==> config.mk <==
export PLATFORM = sky130hd
export DESIGN_NAME = multiplexor_n_reg
export DESIGN_NICKNAME = d
export VERILOG_FILES = /design/src/rtl/multiplexor_n_reg.sv
export SDC_FILE = /design/constraint.sdc
export NUM_CORES = 1
export LEC_CHECK = 0
export ABC_CLOCK_PERIOD_IN_PS = 2400
export CAP_MARGIN = 20
export CORE_UTILIZATION = 37
export CTS_BUF_LIST = sky130_fd_sc_hd__clkbuf_16
export CTS_CLUSTER_SIZE = 40
export DETAILED_ROUTE_END_ITERATION = 8
export PLACE_DENSITY = 0.87
export SLEW_MARGIN = 20
export SYNTH_ARGS = -nofsm -noshare
export SYNTH_HDL_FRONTEND = slang
export SYNTH_SLANG_ARGS = --single-unit
==> constraint.sdc <==
create_clock -name clk -period 2.4 [get_ports clk]
set_clock_uncertainty 0.05 [all_clocks]
set_input_delay 0.24 -clock clk [delete_from_list [all_inputs] [get_ports clk]]
set_output_delay 0.24 -clock clk [all_outputs]
set_load 0.02 [all_outputs]
==> src/rtl/multiplexor_n_reg.sv <==
// Registered N-channel mux with explicit-select or round-robin grant and valid/ready on every side.
// Define MULTIPLEXOR_N_LOCK_EN to add lockIn (burst ownership of the current channel in round-robin mode).
module multiplexor_n_reg #(
   parameter int BITS    = 32,
   parameter int CANALES = 4,
   parameter int SELW    = $clog2(CANALES)
) (
   input  logic                    clk,
   input  logic                    rst_n,
   input  logic [CANALES*BITS-1:0] datoIn,
   input  logic [CANALES-1:0]      validIn,
   output logic [CANALES-1:0]      readyIn,
   input  logic                    modo,
   input  logic [SELW-1:0]         selDato,
`ifdef MULTIPLEXOR_N_LOCK_EN
   input  logic                    lockIn,
`endif
   output logic [BITS-1:0]         datoOutput,
   output logic                    validOut,
   input  logic                    readyOut,
   output logic [SELW-1:0]         canalOut
);

   localparam int NPOW = 1 << SELW;

   // channels padded to a power of two; padding never holds a valid word
   logic [BITS-1:0] canal [NPOW];
   logic [NPOW-1:0] vext;
   logic [NPOW-1:0] oh;
   logic [SELW-1:0] ptr;
   logic [SELW-1:0] gnt;
   logic [SELW-1:0] nxt;
   logic            gntv;
   logic            acc;
   logic            xfer;
   logic            locked;

   for (genvar g = 0; g < NPOW; g++) begin : g_canal
      if (g < CANALES) begin : g_real
         assign canal[g] = datoIn[g*BITS +: BITS];
      end else begin : g_pad
         assign canal[g] = '0;
      end
   end

   assign vext = NPOW'(validIn);

`ifdef MULTIPLEXOR_N_LOCK_EN
   assign locked = modo && lockIn && validOut;
`else
   assign locked = 1'b0;
`endif

   always_comb begin : arb
      logic [SELW:0] sum;
      gnt  = '0;
      gntv = 1'b0;
      sum  = '0;
      if (!modo) begin
         gnt  = selDato;
         gntv = vext[selDato];
      end else if (locked) begin
         gnt  = canalOut;
         gntv = vext[canalOut];
      end else begin
         // scan backwards so the entry closest to ptr wins
         for (int k = CANALES - 1; k >= 0; k--) begin
            sum = {1'b0, ptr} + (SELW+1)'(k);
            if (sum >= (SELW+1)'(CANALES))
               sum = sum - (SELW+1)'(CANALES);
            if (vext[sum[SELW-1:0]]) begin
               gnt  = sum[SELW-1:0];
               gntv = 1'b1;
            end
         end
      end
   end

   assign acc  = !validOut || readyOut;
   assign xfer = gntv && acc && rst_n;
   assign oh   = NPOW'(1) << gnt;
   assign readyIn = xfer ? oh[CANALES-1:0] : '0;
   assign nxt  = (gnt == SELW'(CANALES - 1)) ? '0 : gnt + 1'b1;

   always_ff @(posedge clk or negedge rst_n) begin
      if (!rst_n) begin
         datoOutput <= '0;
         validOut   <= 1'b0;
         canalOut   <= '0;
         ptr        <= '0;
      end else if (xfer) begin
         datoOutput <= canal[gnt];
         canalOut   <= gnt;
         validOut   <= 1'b1;
         if (modo && !locked)
            ptr <= nxt;
      end else if (readyOut) begin
         validOut <= 1'b0;
      end
   end

endmodule
==> summary.md, run 1 <==
| Metric | Value |
|---|---|
| Clk pwr share | about 15% |
| Critical Path, Cell by Cell | clkdlybuf4s50_1 > buf_6 > nand2b_4 > a21oi_2 > a211oi_4 > buf_4 > buf_4 > buf_8 > bufbuf_16 > mux2i_4 > mux2i_1 > mux2_2 |
| Initial antenna violation count | 0 |
| Die Ht | 87.0 um |
| Placed Area | 4690 sq um |
| Largest net degree at the start of global routing | 38 |
| Initial Utilization | 38.7% |
| Commonest non-fill, non-tap cell in the layout | clkdlybuf4s50_1 |
| Worst Setup End Kind | flop |
| CP max stage cell | clkdlybuf4s50_1 |
| CP arrival | between 2 and 2.5 ns |
| I/O pin cnt | 177 |
| Total Routing Usage GR | 22.1% |
| Leakage | ~0.0023 uW |
| Final period utilization | 98.8% |
| Fin. Hold Viols | 0 |
| Xor and xnor area share after synthesis | less than 1% |
| Worst Hold Class | in -> async |
| Complex-gate fraction of the synthesized area | 4.35% |
| Fin nets | 574 |
| Yosys Warn Count | 0 |
| Worst-path clk slew | around 0.05 ns |
| WL per Instance | 16.2 um |
| Total grt overflow | 0 |
| Post-route ant nets | 0 |
| Mapped cell area | approximately 2700 sq um |
| Net Sw Power | 1370 uW |
| DRT Pass-1 Iters | 4 |
| Worst reg2reg path endpoint | datoOutput[1]$_DFFE_PN0P_ |
| Number of synthesized register bits | 37 |
| Die area | approximately 7600 sq um |
| Top cell type by total area after synthesis | mux2i_1 |
| Core area | 6910 sq um |
| Required time worst endpoint | 2.51 ns |
| Proportion of power drawn by combinational gates | 58.7% |
| Multiplexer share of the synthesized area | 50.2% |
| Post-Synth Simple-Gate Area | between 4 and 5% |
| Area of the multi-input gates | about 1700 sq um |
| Fraction of the mapped netlist area in adder cells | 0% |
| Largest family of logic cells by synthesized area | multiplexers |
| CTS Buffer Depth | 2 |
| Post-Synthesis Net Count | 371 |
| Core Util, Final | 72.8% |
| Vias in the first global route | 2780 |
| Max stage delay on crit path | 0.50 ns |
| Row count | 30 |
| Period minus WS final | 2.37 ns |
| RSZ-0062 raised after global routing | yes |
| TritonCTS Sinks | 37 |
| GPL Wtd Cong | ~0.85 |
| Sequential share of the synthesized area | 34.6% |
| VDD IR max | 0.000512 V |
| Num CTS Buffers | 5 |
| Area delta synth->final | 88.0% |
| Crit path max fanout | 5 |
| Register area | 927 sq um |
| Layout fillers | 548 |
| R2R Setup Slk | 0.06 ns |
| Final Max Slew Viols | 0 |
| Power Density | 787 nW/um^2 |
| Via density | a little under 5 |
| Sequential power share | 26.3% |
| Hpwl dp | ~6400 um |
| Die width | 87.0 um |
| Final wirelength | 8630 um |
| Critical path class | in -> reg |
| CTS tree | yes |
| Final instance area | 5030 sq um |
| Outcome | complete, no violations |
| R2R Path Start | ptr[1]$_DFFE_PN0P_ |
| FMAX | 422 MHz |
| Top-area cell type share of the netlist area | 35.9% |
| # setup viols final | 0 |
| Sw frac | 34.5% |
| Worst setup SP type | primary input |
| R2R depth | 11 |
| Worst-Margin Slew | 0.470 ns |
| Critical path depth | 12 |
| Iteration-0 DRC Markers | 89 |
| Synth unique cells | 33 |
| Slew HR | just under 70% |
| Syn avg cell area | roughly 11 sq um |
| Buf/Inv on CP | 6 |
| Share of cells above drive strength 1 | 21.5% |
| Skew-Pair Late Insertion Delay | around 0.27 ns |
| Vias | 2635 |
| # Max-Cap Violations | 0 |
| Root Buffer | clkbuf_16 |
| Drc violations | 0 |
| Mapped Cells | 233 |
| Critical Path Most Common Cell | buf_4 |
| Most frequent cells in the layout | 169 x clkdlybuf4s50_1, 92 x mux2i_1, 36 x dfrtp_1 |
| Largest cells by area after synthesis | mux2i_1 36%, dfrtp_1 35%, mux2_2 13%, buf_6 2.1%, buf_2 1.9% |
| First-pass GRT wire length | 12900 um |
| IO buf count | ~180 |
| Int Pwr | 2590 uW |
| Critical path's top delay family | buffers and inverters |
| Max H-tree Level | 2 |
| Ant. Diodes | 0 |
| Crit path launch | validIn[3] |
area by class of cell:
class                   instances  share of cell area (%)
clock buffers                   5                    2.49
repair buffers                215                    42.9
multi-input cells             172                    33.2
clock inverters                 3                   0.224
inverters                       5                   0.373
flip-flops and latches         37                    18.4
well taps                      96                    2.39
layer usage:
metal	wire length (um)	global-route usage, %	vias up	part of all wire [%]
met4	139	7.12	0	1.6
li1	-	-	1264	-
met3	809	6.45	10	9.4
met5	0	0	-	0
met2	4520	41.4	125	52
met1	3160	23.7	1236	37
metrics by stage:
| stage | hold WS [ns] | cells | setup slack, ns | total power, uW | TNS, ns |
|---|---|---|---|---|---|
| after floorplan | -0.106 | 233 | 0.265 | 2200 | 0 |
| after global routing | 0.0622 | 533 | -0.0338 | 4180 | -0.0712 |
| after detailed placement | 0.317 | 516 | -0.313 | 3210 | -7.61 |
| after CTS | 0.0297 | 531 | -0.0191 | 3940 | -0.0607 |
| after global placement | 0.321 | 516 | -0.282 | 3160 | -6.53 |
| final | 0.00235 | 533 | 0.0282 | 3960 | 0 |
worst max-delay path by stage:
stage / slack (ns) / to
after global placement: -0.28 / readyIn[1]
after floorplan: 0.26 / readyIn[1]
after global routing: -0.03 / datoOutput[1]$_DFFE_PN0P_
after detailed placement: -0.31 / readyIn[1]
after CTS: -0.02 / datoOutput[28]$_DFFE_PN0P_
final: 0.03 / datoOutput[1]$_DFFE_PN0P_
registers in the layout, summed over array words and instances, names as in the netlist:
signal	count
ptr	2
canalOut	2
datoOutput	32
validOut	1
power by group through the flow:
stage               Clock (uW)  Combinational [uW]  Sequential, uW
global placement             0                2130            1030
floorplan                    0                 880            1320
detailed placement           0                2170            1050
finish                     593                2320            1040
CTS                        610                2290            1040
global route               639                2470            1080
Yosys cell counts:
cell type,count
nand2b_1,4
mux4_2,1
dfrtp_1,37
a211oi_2,1
buf_4,2
inv_2,2
buf_2,10
o211ai_1,1
o21ai_0,2
mux2_1,1
o22ai_2,1
mux2_2,31
and4_1,1
clkbuf_1,2
mux2i_1,96
inv_1,3
nand2_1,5
nand3b_1,2
a21oi_1,4
nor2b_1,1
o31ai_1,1
nor4_1,1
a31oi_1,3
o311ai_0,1
and3_1,1
nor3_1,3
nor2_1,5
nand4_1,1
a41oi_1,1
buf_6,5
o21ai_1,2
or3_1,1
xnor2_1,1
cells by family (layout without fill, tap and decap cells):
group                  count (synthesis)  after routing
AND/OR/NAND/NOR                       25             25
multiplexers                         129            129
XOR/XNOR                               1              1
flip-flops                            37             37
AO/OA/AOI/OAI                         17             17
buffers and inverters                 24            228
timing repair:
action / CTS / global route
setup endpoints to repair: 14 / 22
pin swaps: 2 / 3
gates cloned: 3 / 0
hold buffers: 0 / 0
gates resized for setup: 13 / 19
setup buffers: 5 / 2
hold endpoints to repair: 0 / 0
Power figures use the tool's default switching activity.
==> inputs of run 2 (changes only) <==
--- a/config.mk
+++ b/config.mk
@@ -12,6 +12,8 @@
 export CTS_CLUSTER_SIZE = 40
 export DETAILED_ROUTE_END_ITERATION = 8
 export PLACE_DENSITY = 0.87
+export SETUP_SLACK_MARGIN = 0.2
+export SKIP_CTS_REPAIR_TIMING = 1
 export SLEW_MARGIN = 20
 export SYNTH_ARGS = -nofsm -noshare
 export SYNTH_HDL_FRONTEND = slang
==> run 2 against run 1 <==
Sequential cell count unchanged. Sequential power about the same. Utilization up 1.7 points. Critical endpoint is now datoOutput[25]$_DFFE_PN0P_.
==> summary.md, run 2 (synthesis results as in run 1) <==
| Metric | Value |
|---|---|
| # setup viols final | 0 (unchanged) |
| VDD IR max | 0.000517 V (+1.0%) |
| Final Max Slew Viols | 0 (unchanged) |
| Tot Pwr | 4040 uW (+2.2%) |
| Total Routing Usage GR | 20.6% (-1.5 points) |
| Final instance area | 5140 sq um (+2.3%) |
| Drc violations | 0 (unchanged) |
| Skew-Pair Late Insertion Delay | 0.27 ns (about the same) |
| Worst Hold Class | in -> async |
| Power Density | 786 nW/um^2 (-0.15%) |
| I/O pin cnt | 177 (unchanged) |
| Leakage | 0.00233 uW (+2.8%) |
| Total grt overflow | 0 (unchanged) |
| FMAX | 461 MHz (+9.4%) |
| Vias in the first global route | 2645 (-4.9%) |
| Core area | 6910 sq um (unchanged) |
| Worst Setup End Kind | flop |
| Initial antenna violation count | 0 (unchanged) |
| First-pass GRT wire length | 12200 um (-5.8%) |
| Pre-CTS setup slack | -0.313 ns (unchanged) |
| Final period utilization | 90.3% (-8.5 points) |
| Area delta synth->final | 92.3% |
| Required time worst endpoint | 2.51 ns (about the same) |
| Largest registers | datoOutput x32, canalOut x2, ptr x2 |
| Initial Utilization | 38.7% (unchanged) |
| Worst Setup EP | datoOutput[25]$_DFFE_PN0P_ |
| Slew HR | 69.0% (+0.31 points) |
| WL per Instance | 16.5 um (+1.9%) |
| DRT Pass-1 Iters | 4 (unchanged) |
| R2R Path Start | ptr[1]$_DFFE_PN0P_ |
| Num CTS Buffers | 5 (unchanged) |
| Share of cells above drive strength 1 | 23.7% (+2.2 points) |
| CTS Buffer Depth | 2 (unchanged) |
| Commonest non-fill, non-tap cell in the layout | clkdlybuf4s50_1 |
| Hold_ws | 0.00472 ns (+0.00237 ns) |
| # Max-Cap Violations | 0 (unchanged) |
| Hpwl dp | 6440 um (unchanged) |
| Die width | 87.0 um (unchanged) |
| Vias | 2648 (+0.49%) |
| Largest net degree at the start of global routing | 38 (unchanged) |
| Die area | 7570 sq um (unchanged) |
| Crit path launch | ptr[1]$_DFFE_PN0P_ |
| Period minus WS final | 2.17 ns (-0.204 ns) |
| Max FFs per register | 32 (unchanged) |
| GPL Wtd Cong | 0.852 (unchanged) |
| Worst reg2reg path endpoint | datoOutput[25]$_DFFE_PN0P_ |
| Critical path class | reg -> reg |
| CTS tree | yes |
| Outcome | complete, no violations |
| Root Buffer | clkbuf_16 |
| Fin. Hold Viols | 0 (unchanged) |
| Final wirelength | 8810 um (+2.1%) |
| Biggest register | datoOutput |
| CP arrival | 2.27 ns (-0.21 ns) |
| Worst setup SP type | flop |
| Iteration-0 DRC Markers | 61 (-31%) |
| Crit path max fanout | 8 (+3) |
| Cell Count, Final, Fillers Out | 534 (+0.19%) |
| Most frequent cells in the layout | 166 x clkdlybuf4s50_1, 88 x mux2i_1, 36 x dfrtp_1 |
| R2R depth | 10 (-1) |
| Via density | 4.96 (+0.31%) |
| TritonCTS Sinks | 37 (unchanged) |
| IO buf count | 176 (unchanged) |
| Setup WS post-layout | 0.233 ns (+0.204 ns) |
| Worst-Margin Slew | 0.466 ns (-0.00463 ns) |
| Ant. Diodes | 0 (unchanged) |
| R2R Setup Slk | 0.23 ns (+0.17 ns) |
| Worst-path clk slew | 0.05 ns (about the same) |
| Post-route ant nets | 0 (unchanged) |
| Placed Area | 4690 sq um (unchanged) |
| Cells after DPL | 516 (unchanged) |
| Die Ht | 87.0 um (unchanged) |
| Max H-tree Level | 2 (unchanged) |
| Row count | 30 (unchanged) |
| RSZ-0062 raised after global routing | yes |
| Fin nets | 575 (+0.17%) |
## run 2: changes by cell type in the layout (fill, tap and decap cells not counted), moves of 2 or more
| cell | delta |
|---|---|
| buf_4 | -9 |
| buf_6 | +11 |
| buf_8 | -2 |
| bufbuf_16 | -2 |
| clkbuf_16 | +3 |
| clkdlybuf4s50_1 | -3 |
| dlygate4sd2_1 | -2 |
| dlymetal6s2s_1 | +5 |
| mux2_2 | -6 |
| mux2_4 | +6 |
| mux2i_1 | -4 |
| mux2i_2 | +4 |
## run 2: worst max-delay path: stages, from the launching register on
cell      delay, ns
dfrtp_1        0.39
buf_6          0.14
o211ai_1       0.10
a21oi_2        0.10
a211oi_4       0.24
buf_6          0.16
buf_12         0.14
buf_12         0.14
mux2i_4        0.22
mux2i_1        0.09
mux2_2         0.27
## run 2: layer usage
metal / track usage, % / part of all wire (%)
met3: 6.64 / 10
met2: 38.4 / 52
met5: 0 / 0
met4: 5.45 / 0.99
met1: 22.2 / 37
## run 2: layout make-up
type | count | area, sq um
Timing Repair Buffer | 216 | 2200
Sequential cell | 37 | 927
Inverter | 5 | 18.8
Tap cell | 96 | 120
Fill cell | 519 | 1760
Clock inverter | 3 | 11.3
Clock buffer | 5 | 125
Multi-Input combinational cell | 172 | 1740
## run 2: where the power goes
group,switching [uW],internal [uW]
Clock,224,373
Sequential,159,887
Combinational,1020,1380
Total,1400,2640
## run 2: per-stage QoR
| step | setup TNS [ns] | util [%] |
|---|---|---|
| floorplan | 0 | - |
| global placement | -6.53 | 68.0 |
| detailed placement | -7.61 | 68.0 |
| CTS | -1.29 | 69.9 |
| global route | 0 | 74.5 |
| finish | 0 | 74.5 |
## run 2: worst min path at each step
stage,end,slack [ns],depth (start not counted)
after floorplan,canalOut[0]$_DFFE_PN0P_,-0.11,0
after global placement,datoOutput[11]$_DFFE_PN0P_,0.32,2
after detailed placement,datoOutput[9]$_DFFE_PN0P_,0.32,2
after CTS,ptr[1]$_DFFE_PN0P_,0.03,2
after global routing,datoOutput[9]$_DFFE_PN0P_,0.06,2
final,datoOutput[1]$_DFFE_PN0P_,0.005,2
==> inputs of run 3 (changes only) <==
--- a/config.mk
+++ b/config.mk
@@ -11,6 +11,7 @@
 export CTS_BUF_LIST = sky130_fd_sc_hd__clkbuf_16
 export CTS_CLUSTER_SIZE = 40
 export DETAILED_ROUTE_END_ITERATION = 8
+export HOLD_SLACK_MARGIN = 0.02
 export PLACE_DENSITY = 0.87
 export SETUP_SLACK_MARGIN = 0.2
 export SKIP_CTS_REPAIR_TIMING = 1
@@ -18,3 +19,4 @@
 export SYNTH_ARGS = -nofsm -noshare
 export SYNTH_HDL_FRONTEND = slang
 export SYNTH_SLANG_ARGS = --single-unit
+export TNS_END_PERCENT = 10
==> run 3 against run 2 <==
Utilization shrank 0.85 points. Combinational power shrank 2%. Design area shrank 1.1%. Total power shrank 1.2%. Hold slack gained 0.0026 ns. Sequential cell count is the same. Critical path type is now in -> reg.
==> summary.md, run 3 (synthesis results as in run 1) <==
| Metric | Value |
|---|---|
| Initial antenna violation count | 0 (unchanged) |
| Share of cells above drive strength 1 | 22.6% (-1.1 points) |
| Final Max Slew Viols | 0 (unchanged) |
| Critical path class | in -> reg |
| Clk pwr share | 14.9% (about the same) |
| Final period utilization | 93.5% (+3.1 points) |
| TritonCTS Sinks | 37 (unchanged) |
| Post-route ant nets | 0 (unchanged) |
| Worst-Margin Slew | 0.469 ns (+0.00331 ns) |
| R2R Setup Slk | 0.16 ns (-0.08 ns) |
| Worst setup SP type | primary input |
| Worst Setup End Kind | flop |
| Fin nets | 575 (unchanged) |
| Crit path max fanout | 8 (unchanged) |
| GPL Wtd Cong | 0.852 (unchanged) |
| Worst Hold Class | in -> async |
| Sw frac | 34.8% (+0.14 points) |
| VDD IR max | 0.000513 V (-0.76%) |
| Core area | 6910 sq um (unchanged) |
| Row count | 30 (unchanged) |
| Commonest non-fill, non-tap cell in the layout | clkdlybuf4s50_1 |
| Net Sw Power | 1390 uW (-0.75%) |
| Cell Count, Final, Fillers Out | 534 (unchanged) |
| Placed Area | 4690 sq um (unchanged) |
| Area delta synth->final | 90.1% |
| Final instance area | 5090 sq um (-1.1%) |
| I/O pin cnt | 177 (unchanged) |
| Worst reg2reg path endpoint | datoOutput[15]$_DFFE_PN0P_ |
| Biggest register | datoOutput |
| Outcome | complete, no violations |
| DRT Pass-1 Iters | 4 (unchanged) |
| WL per Instance | 16.6 um (+0.78%) |
| Sequential power share | 26.1% (+0.2 points) |
| Num CTS Buffers | 5 (unchanged) |
| R2R depth | 10 (unchanged) |
| Drc violations | 0 (unchanged) |
| Pre-CTS setup slack | -0.313 ns (unchanged) |
| Period minus WS final | 2.24 ns (+0.0755 ns) |
| Total Routing Usage GR | 20.6% (unchanged) |
| Tot Pwr | 4000 uW (-1.2%) |
| Die width | 87.0 um (unchanged) |
| CP arrival | 2.35 ns (+0.08 ns) |
| R2R Path Start | ptr[1]$_DFFE_PN0P_ |
| Via density | 4.96 (unchanged) |
| Vias in the first global route | 2645 (unchanged) |
| Total grt overflow | 0 (unchanged) |
| CTS Buffer Depth | 2 (unchanged) |
| Int Pwr | 2610 uW (-1.4%) |
| Fin. Hold Viols | 0 (unchanged) |
| Skew-Pair Late Insertion Delay | 0.27 ns (about the same) |
| Most frequent cells in the layout | 166 x clkdlybuf4s50_1, 90 x mux2i_1, 36 x dfrtp_1 |
| IO buf count | 176 (unchanged) |
| # setup viols final | 0 (unchanged) |
| Required time worst endpoint | 2.50 ns (about the same) |
| Final wirelength | 8880 um (+0.78%) |
| Die Ht | 87.0 um (unchanged) |
| FMAX | 446 MHz (-3.4%) |
| Largest registers | datoOutput x32, canalOut x2, ptr x2 |
| Hpwl dp | 6440 um (unchanged) |
| Ant. Diodes | 0 (unchanged) |
| Max FFs per register | 32 (unchanged) |
| # Max-Cap Violations | 0 (unchanged) |
| Cells after DPL | 516 (unchanged) |
| First-pass GRT wire length | 12200 um (unchanged) |
| Leakage | 0.00231 uW (-0.81%) |
| Die area | 7570 sq um (unchanged) |
| Worst-path clk slew | 0.05 ns (about the same) |
| Initial Utilization | 38.7% (unchanged) |
| CTS tree | yes |
| Iteration-0 DRC Markers | 83 (+36%) |
| Vias | 2648 (unchanged) |
| RSZ-0062 raised after global routing | yes |
| Largest net degree at the start of global routing | 38 (unchanged) |
| Power Density | 786 nW/um^2 (about the same) |
| Core Util, Final | 73.6% (-0.85 points) |
| Max H-tree Level | 2 (unchanged) |
| Slew HR | 68.7% (-0.22 points) |
| Proportion of power drawn by combinational gates | 59.0% (-0.4 points) |
| Root Buffer | clkbuf_16 |
| Setup WS post-layout | 0.157 ns (-0.0755 ns) |
## run 3: cell types whose count changed in the layout (fill, tap and decap cells not counted), moves of 2 or more
| cell | change |
|---|---|
| mux2i_1 | +2 |
| mux2_2 | +4 |
| buf_4 | +5 |
| mux2i_2 | -2 |
| mux2_4 | -4 |
| buf_6 | -5 |
## run 3: worst max path at each step
stage                  startpoint                          to  slack, ns  cells after the start
6_report               validIn[2]  datoOutput[15]$_DFFE_PN0P_       0.16                     10
5_1_grt        ptr[1]$_DFFE_PN0P_  datoOutput[15]$_DFFE_PN0P_        0.1                     10
4_1_cts                validIn[1]                  readyIn[1]      -0.31                      7
3_5_place_dp           validIn[1]                  readyIn[1]      -0.31                      7
3_3_place_gp           validIn[1]                  readyIn[1]      -0.28                      7
2_1_floorplan  ptr[1]$_DFFE_PN0P_                  readyIn[1]       0.26                      6
## run 3: area by class of cell
| class | count | area [sq um] |
|---|---|---|
| Clock buffer | 5 | 125 |
| Clock inverter | 3 | 11.3 |
| Fill cell | 520 | 1820 |
| Inverter | 5 | 18.8 |
| Multi-Input combinational cell | 172 | 1710 |
| Sequential cell | 37 | 927 |
| Tap cell | 96 | 120 |
| Timing Repair Buffer | 216 | 2180 |
## run 3: critical path, cell delays in order
cell and delay [ns]:
clkdlybuf4s50_1 0.52, buf_4 0.17, a21oi_2 0.08, a211oi_4 0.24, buf_4 0.16, buf_8 0.14, buf_6 0.13, mux2i_1 0.26
mux2i_1 0.13, mux2_2 0.28
## run 3: through the flow
step,setup TNS [ns],hold slack [ns]
after CTS,-1.29,0.0297
after detailed placement,-7.61,0.317
final,0,0.00727
after floorplan,0,-0.106
after global placement,-6.53,0.321
after global routing,0,0.0564
## run 3: metal layers
metal / global-route usage, % / wire, um / vias up
met1: 22.2 / 3310 / 1248
met5: 0 / 0 / -
li1: - / - / 1263
met3: 6.64 / 865 / 6
met2: 38.4 / 4620 / 131
met4: 5.45 / 87 / 0
## run 3: power groups by stage
| stage | registers, uW | logic [uW] | clock network (uW) |
|---|---|---|---|
| floorplan | 1320 | 880 | 0 |
| global placement | 1030 | 2130 | 0 |
| detailed placement | 1050 | 2170 | 0 |
| CTS | 1040 | 2180 | 610 |
| global route | 1080 | 2490 | 641 |
| finish | 1040 | 2360 | 596 |
